===== config.mk =====
export PLATFORM = sky130hd
export DESIGN_NAME = aes_128_out_buffer
export DESIGN_NICKNAME = d
export VERILOG_FILES = /design/src/rtl/aes_pkg.sv /design/src/rtl/sync_fifo_fwft.sv /design/src/rtl/aes_128_out_buffer.sv
export SDC_FILE = /design/constraint.sdc
export NUM_CORES = 2
export LEC_CHECK = 0
export CAP_MARGIN = 10
export CORE_AREA = 2 2 313 469
export CTS_CLUSTER_SIZE = 16
export DETAILED_ROUTE_END_ITERATION = 16
export DIE_AREA = 0 0 315 471
export GPL_ROUTABILITY_DRIVEN = 0
export PLACE_DENSITY_LB_ADDON = 0.25
export SETUP_SLACK_MARGIN = 0.05
export SLEW_MARGIN = 0
export SYNTH_ARGS = -nofsm -noshare
export SYNTH_HDL_FRONTEND = slang
export SYNTH_HIERARCHICAL = 1
export SYNTH_SLANG_ARGS = --single-unit

===== constraint.sdc =====
create_clock -name clk -period 12.8 [get_ports clk]
set_input_delay 2.56 -clock clk [delete_from_list [all_inputs] [get_ports clk]]
set_output_delay 2.56 -clock clk [all_outputs]
set_load 0.02 [all_outputs]

===== src/rtl/aes_pkg.sv =====
`default_nettype none
// ============================================================================
// Module      : aes_pkg
// Description : Shared constants and types for the AES-128 pipeline and its
//               output buffering logic.
//               AES_BLOCK_W     - cipher block width in bits
//               AES128_PIPE_LAT - issue-to-output latency of the aes_128 core
//               aes_block_t     - one 128-bit cipher block
// Revision    : 1.0 - initial release
// ============================================================================
package aes_pkg;

    localparam int AES_BLOCK_W     = 128;
    localparam int AES128_PIPE_LAT = 11;

    typedef logic [AES_BLOCK_W-1:0] aes_block_t;

endpackage
`default_nettype wire


===== src/rtl/sync_fifo_fwft.sv =====
`default_nettype none
// ============================================================================
// Module      : sync_fifo_fwft
// Description : Synchronous first-word-fall-through FIFO. The head entry is
//               presented combinationally on o_pop_data whenever the FIFO is
//               not empty, and reads as zero when it is empty. A write becomes
//               visible the cycle after it is pushed (no bypass when empty).
//               A push while full is stored only if a pop happens in the same
//               cycle; otherwise it is ignored.
// Ports       : clk, rst_n      - clock, synchronous active-low reset
//               i_push/i_push_data - write strobe and data
//               i_pop           - consume head entry (ignored when empty)
//               o_pop_data      - head entry, '0 when empty
//               o_level         - occupancy, 0..DEPTH
//               o_full/o_empty  - occupancy flags
// Revision    : 1.0 - initial release
// ============================================================================
module sync_fifo_fwft
#(
    parameter int W     = 128,
    parameter int DEPTH = 16
) (
    input  logic                     clk,
    input  logic                     rst_n,
    input  logic                     i_push,
    input  logic [W-1:0]             i_push_data,
    input  logic                     i_pop,
    output logic [W-1:0]             o_pop_data,
    output logic [$clog2(DEPTH):0]   o_level,
    output logic                     o_full,
    output logic                     o_empty
);

    localparam int c_ptr_w = $clog2(DEPTH);
    localparam int c_lvl_w = c_ptr_w + 1;

    logic [W-1:0]       r_mem [DEPTH];
    logic [c_ptr_w-1:0] r_wr_ptr;
    logic [c_ptr_w-1:0] r_rd_ptr;
    logic [c_lvl_w-1:0] r_level;

    logic w_do_push;
    logic w_do_pop;

    assign o_empty  = (r_level == '0);
    assign o_full   = (r_level == c_lvl_w'(DEPTH));
    assign w_do_pop = i_pop & ~o_empty;
    // When full, the slot being popped this cycle is the one written, so a
    // simultaneous push/pop keeps the FIFO full without losing data.
    assign w_do_push = i_push & (~o_full | w_do_pop);

    assign o_level    = r_level;
    assign o_pop_data = o_empty ? '0 : r_mem[r_rd_ptr];

    // Storage is intentionally not reset.
    always_ff @(posedge clk) begin
        if (w_do_push) begin
            r_mem[r_wr_ptr] <= i_push_data;
        end
    end

    always_ff @(posedge clk) begin
        if (!rst_n) begin
            r_wr_ptr <= '0;
            r_rd_ptr <= '0;
            r_level  <= '0;
        end else begin
            if (w_do_push) begin
                r_wr_ptr <= r_wr_ptr + 1'b1;
            end
            if (w_do_pop) begin
                r_rd_ptr <= r_rd_ptr + 1'b1;
            end
            r_level <= r_level + c_lvl_w'(w_do_push) - c_lvl_w'(w_do_pop);
        end
    end

endmodule
`default_nettype wire


===== src/rtl/aes_128_out_buffer.sv =====
`default_nettype none
// ============================================================================
// Module      : aes_128_out_buffer
// Description : Output companion for the free-running aes_128 pipeline. Tags
//               every accepted issue, follows the tag down a shift register
//               matching the core latency, captures the matching ciphertext
//               into a FWFT FIFO and presents it on a ready/valid port.
//               Credits (issue_ok) count stored plus in-flight blocks so the
//               FIFO can never overflow when the issuer honours them.
// Ports       : clk, rst_n  - clock, synchronous active-low reset
//               issue       - upstream places a real block on the core input
//               issue_ok    - credit available (registered-state only)
//               core_out    - aes_128 ciphertext output
//               core_valid  - aes_128 pipeline-filled indicator
//               m_data      - FIFO head ciphertext, '0 when m_valid=0
//               m_valid     - FIFO not empty
//               m_ready     - consumer accepts m_data
//               level       - FIFO occupancy
//               err         - sticky protocol error flag
// Revision    : 1.0 - initial release
// ============================================================================
module aes_128_out_buffer
    import aes_pkg::*;
#(
    parameter int DEPTH   = 16,
    parameter int LATENCY = AES128_PIPE_LAT,
    parameter int W       = AES_BLOCK_W
) (
    input  logic                       clk,
    input  logic                       rst_n,
    input  logic                       issue,
    output logic                       issue_ok,
    input  logic [W-1:0]               core_out,
    input  logic                       core_valid,
    output logic [W-1:0]               m_data,
    output logic                       m_valid,
    input  logic                       m_ready,
    output logic [$clog2(DEPTH):0]     level,
    output logic                       err
);

    localparam int c_inf_w = $clog2(LATENCY + 1);

    logic [LATENCY-1:0] r_tag_sr;
    logic [c_inf_w-1:0] r_inflight;
    logic               r_err;

    logic               w_acc;
    logic               w_tag_out;
    logic               w_push;
    logic               w_pop;
    logic               w_full;
    logic               w_empty;
    logic               w_err_evt;
    logic [31:0]        w_credit_sum;

    // Credits cover both stored blocks and blocks still inside the core, so
    // every tagged ciphertext is guaranteed a FIFO slot on arrival.
    assign w_credit_sum = 32'(level) + 32'(r_inflight);
    assign issue_ok     = (w_credit_sum < 32'(DEPTH));

    assign w_acc     = issue & issue_ok;
    assign w_tag_out = r_tag_sr[LATENCY-1];
    assign w_push    = w_tag_out & core_valid;
    assign m_valid   = ~w_empty;
    assign w_pop     = m_valid & m_ready;

    assign w_err_evt = (issue & ~issue_ok)
                     | (w_tag_out & ~core_valid)
                     | (w_push & ~w_pop & w_full);

    assign err = r_err;

    always_ff @(posedge clk) begin
        if (!rst_n) begin
            r_tag_sr   <= '0;
            r_inflight <= '0;
            r_err      <= 1'b0;
        end else begin
            r_tag_sr   <= {r_tag_sr[LATENCY-2:0], w_acc};
            // A tag leaving the shift register always hands its credit over
            // to the FIFO level (or is lost with err set).
            r_inflight <= r_inflight + c_inf_w'(w_acc) - c_inf_w'(w_tag_out);
            if (w_err_evt) begin
                r_err <= 1'b1;
            end
        end
    end

    sync_fifo_fwft #(
        .W     (W),
        .DEPTH (DEPTH)
    ) u_fifo (
        .clk         (clk),
        .rst_n       (rst_n),
        .i_push      (w_push),
        .i_push_data (core_out),
        .i_pop       (w_pop),
        .o_pop_data  (m_data),
        .o_level     (level),
        .o_full      (w_full),
        .o_empty     (w_empty)
    );

endmodule
`default_nettype wire


# == Word-level counts from Yosys, hierarchy flattened ==
# Memory sizes are Yosys's and may differ from the RTL's. A register that Yosys moved wholly into a read port is not among the register bits.
# Cells that the tools add are included.
# classes
addsub,7
n_mux,5
order_cmp,1
n_reduce_logical,1
n_eq_ne,1
bitwise_logic,17
# ops
op,n
128-bit two-way mux,1
1-bit bitwise AND,9
4-bit by 1-bit adder with 4-bit output (second input constant),2
4-bit two-way mux,2
5-bit by 4-bit adder with 6-bit output,1
6-bit by 5-bit less-than comparator with 1-bit output (second input constant),1
5-bit by 1-bit adder with 5-bit output,1
5-bit equality test (second input constant),1
5-bit logical NOT,1
1-bit NOT,5
5-bit by 1-bit subtractor with 5-bit output,1
4-bit by 1-bit adder with 4-bit output,1
4-bit by 1-bit subtractor with 4-bit output,1
1-bit OR,3
1-bit two-way mux,2
# word_totals
regBits,29
ramBits,2048
output_inout_bits,136
input_bits,133
elab_cells,39
n_memories,1
# mem_list
name,words,word_bits,rd,rd_ports_with_merged_regs,write_ports,line,text
u_fifo.r_mem,16,128,1,1,1,sync_fifo_fwft.sv:37,logic [W-1:0] r_mem [DEPTH];

# == Longest topological paths before layout ==
# depth
ltp_word,8
depth_mapped,18
ltp_nobuf,15

# == By module ==
# The synthesis kept the hierarchy.
# modules_own_cells
mod,cells_each,area_per_inst_um2,instances,seq_area_each_um2
sync_fifo_fwft,3272,78232.5,1,61839.3
aes_128_out_buffer,67,669.4,1,320.3

# == Least setup slack after synthesis ==
# OpenSTA, ideal clock, no wires.
# synth_path
path_type,input to register
startpoint,input m_ready
endpoint,memory u_fifo.r_mem[0][0] (enable)
t_required_ns,12.028
setup_time_ns,0.772
slack_ns,0.182
t_arrival_ns,11.846
cell_stages,4
n_path_buf,0
path_cell_list,nor2b_1 o21a_1 nand2_1 nor3_1
# synth_between
elab_chain_cells,6
# synth_lines
item,line,text
from (decl),aes_128_out_buffer.sv:37,"input logic m_ready,"
1-bit bitwise AND,aes_128_out_buffer.sv:66,assign w_pop = m_valid & m_ready;
1-bit bitwise AND,sync_fifo_fwft.sv:47,assign w_do_pop = i_pop & ~o_empty;
1-bit OR,sync_fifo_fwft.sv:50,assign w_do_push = i_push & (~o_full | w_do_pop);
1-bit bitwise AND,sync_fifo_fwft.sv:50,
1-bit two-way mux,sync_fifo_fwft.sv:57,if (w_do_push) begin
1-bit two-way mux (implied by the code),sync_fifo_fwft.sv:58,r_mem[r_wr_ptr] <= i_push_data;
to (decl),sync_fifo_fwft.sv:37,
# Every way passes these cells.

==> summary.md <==
| Metric | Value |
|---|---|
| Outcome | `finished, final reports clean` |
| Global-route usage over all layers | `0.236` |
| Post-synth cell types | `46` |
| Max-Cap Viols | `0` |
| Crit path DAT | `5.45 ns` |
| Residual DRC | `0` |
| Max IR drop VDD | `130 uV` |
| Die area | `0.148 mm^2` |
| IO buf count | `268` |
| ANT nets after route | `0` |
| Worst Setup End Kind | `output pin` |
| Row count | `171` |
| Ranking of synthesized cells by area | `edfxtp_1, mux4_2, mux2i_1, dfxtp_1, a22oi_1` |
| Final Non-Filler Cells | `5742` |
| H-tree levels | `4` |
| Met1 wire length | `69000 um` |
| P_leak | `27.2 nW` |
| Clk Latency, worst-skew pair | `0.82 ns` |
| Layout Utilization | `0.621` |
| Pre-antenna DRT Iters | `5` |
| Met2 wire length | `86800 um` |
| CP Class | `reg2out` |
| Final Total Pwr | `0.0158 W` |
| # hold bufs at CTS | `0` |
| Post-DP HPWL | `86200 um` |
| Pwr dens | `176 mW/mm^2` |
| Setup TNS | `0 ns` |
| Worst setup SP type | `flip-flop` |
| Total core area | `0.144 mm^2` |
| Hold_ws | `0.429 ns` |
| Starting density of the core | `0.546` |
| Worst slew margin | `0.244` |
| WL met3 | `13500 um` |
| Worst-Margin Slew | `1.13 ns` |
| Post-CTS setup buffers | `0` |
| Via count | `36200` |
| CP max-delay cell | `buf_4` |
| 1st-iter DRT viols | `3828` |
| Die H | `471 um` |
| Final Cycle Share | `0.626` |
| Cell total after placement | `5393` |
| Commonest non-fill, non-tap cell in the layout | `edfxtp_1` |
| Layout Skew | `0.0280 ns` |
| Post-synth EDFFs | `2048` |
| Top routing layer in use | `met5` |
| Die width | `315 um` |
| GRT overflow | `0` |
| Synth Area per Inst | `23.6 um^2` |
| Drt via density | `6.30` |
| Io pins | `269` |
| CP Buf/Inv Count | `3` |
| Worst-path maximum fanout | `143` |
| Ys async rst share | `0` |
| Pin count of the biggest net entering global routing | `144` |
| Vias in the first global route | `37600` |
| Period minus WS final | `8.01 ns` |
| Clk buf depth | `3` |
| CTS Root Cell | `clkbuf_16` |
| Syn_nets | `3492` |
| Max Slew Vio Count | `0` |
| Seq cells post-synth | `2081` |
| Gate Count Post-Synth | `3339` |
| Sequential-to-total area share from yosys stat | `0.788` |
| Crit path cell chain | `buf_12 -> buf_4 -> mux4_2 -> mux2i_1 -> a211oi_1 -> clkdlybuf4s50_1` |
| Commonest non-fill, non-tap cells in the layout | `edfxtp_1, mux4_2, clkdlybuf4s50_1` |
| Syn-to-layout area delta | `13.6%` |
| Clock-pin slew on the worst setup and hold paths | `0.06 ns` |
| Layout cells sized above 1 | `0.228` |
| Worst min path class | `reg2reg` |
| Yosys Warn Count | `6` |
| Worst Path Required | `10.24 ns` |
| TritonCTS clock tree | `done` |
| RSZ-0062 raised after global routing | `false` |
| Synthesized cell area | `0.0789 mm^2` |
| Area share of the largest cell type after synthesis | `0.779` |
| CTS Buf Count | `185` |
| Initial antenna violation count | `32` |
| Synth Flop Type | `edfxtp_1` |
| Post-CTS resize count | `0` |
| WL/cell | `30.1 um` |
| Endpoints failing setup | `0` |
| CP max stage delay | `0.93 ns` |
| Fin. Hold Viols | `0` |
| Post-Route WL | `173000 um` |
| Family with the most delay on the worst path | `buffers and inverters` |
| Clk sink count | `2081` |
| Area leader, netlist | `edfxtp_1` |
| Max Fclk | `125 MHz` |
| First-pass GRT wire length | `252000 um` |
| Nets | `3830` |
-- power by group --
group	leakage [nW]	total, W	switching [W]	internal, W
combinational	5.62	0.00281	0.00151	0.00129
sequential	18.7	0.00755	0.0000576	0.00750
clock	2.86	0.00541	0.00236	0.00304
-- synthesized netlist by cell type (2+ instances only) --
library cell,instances
a21o_1,2
nand2_1,10
buf_6,11
a22oi_2,20
nor2b_1,37
edfxtp_1,2048
a211oi_1,70
mux4_2,512
buf_1,12
dfxtp_1,33
nand2b_1,2
o21ai_1,89
xnor2_1,5
a21oi_1,3
nor2_1,19
a22oi_1,72
o211ai_1,2
xor2_1,5
inv_1,18
and3_1,3
mux2i_1,128
ha_1,18
buf_2,96
nor3_1,5
buf_4,20
and2_1,23
or3_1,2
nand3_1,6
clkbuf_1,44
o21ai_0,7
fa_1,2
-- cell type report --
cell class              instances  area [um^2]
diodes                          9         22.5
clock buffers                 235         4960
clock inverters               105          901
fillers                      9792        54800
inverters                      20         80.1
multi-input cells            1054        15800
flip-flops and latches       2081        62200
well taps                    1903         2380
repair buffers                335         3310
-- path summary, 6_finish.rpt --
kind                          start                    to  slack [ns]  depth (start not counted)
setup / recovery          flip-flop            m_data[20]        4.79                          6
hold / removal          r_tag_sr[4]           r_tag_sr[5]        0.43                          1
setup reg to reg  u_fifo/o_level[2]  u_fifo/r_mem[14][70]        7.18                         12
hold reg to reg         r_tag_sr[4]           r_tag_sr[5]        0.43                          1
-- registers in the layout, summed over array words and instances (netlist names), named ones only --
signal	cells
err	1
r_inflight	4
r_tag_sr	11
u_fifo/o_level	5
u_fifo/r_mem	2048
u_fifo/r_rd_ptr	4
u_fifo/r_wr_ptr	4
-- cell families after synthesis --
logic type | after synthesis | share of synthesized area
muxes | 640 | 0.162
buffers and inverters | 204 | 0.0133
AOI/OAI and AO/OA | 273 | 0.0242
xor gates and xnor gates | 10 | 0.00111
and+or+nand+nor | 111 | 0.00783
adders and majority gates | 20 | 0.00336
DFF | 2081 | 0.788
-- metrics by stage --
stage | instance area [um^2] | setup slack, ns
2_1_floorplan | 78900 | 0.182
3_3_place_gp | 83800 | 5.67
3_5_place_dp | 83800 | 5.68
4_1_cts | 89600 | 4.78
5_1_grt | 89600 | 4.51
6_report | 89700 | 4.79
-- metal layers --
layer,track usage,vias to the layer above
met4,0.0587,52
met1,0.324,19600
met3,0.0601,285
li1,-,15000
met2,0.382,1246
met5,0,-
Note: power is estimated with default switching activity, not from simulation.
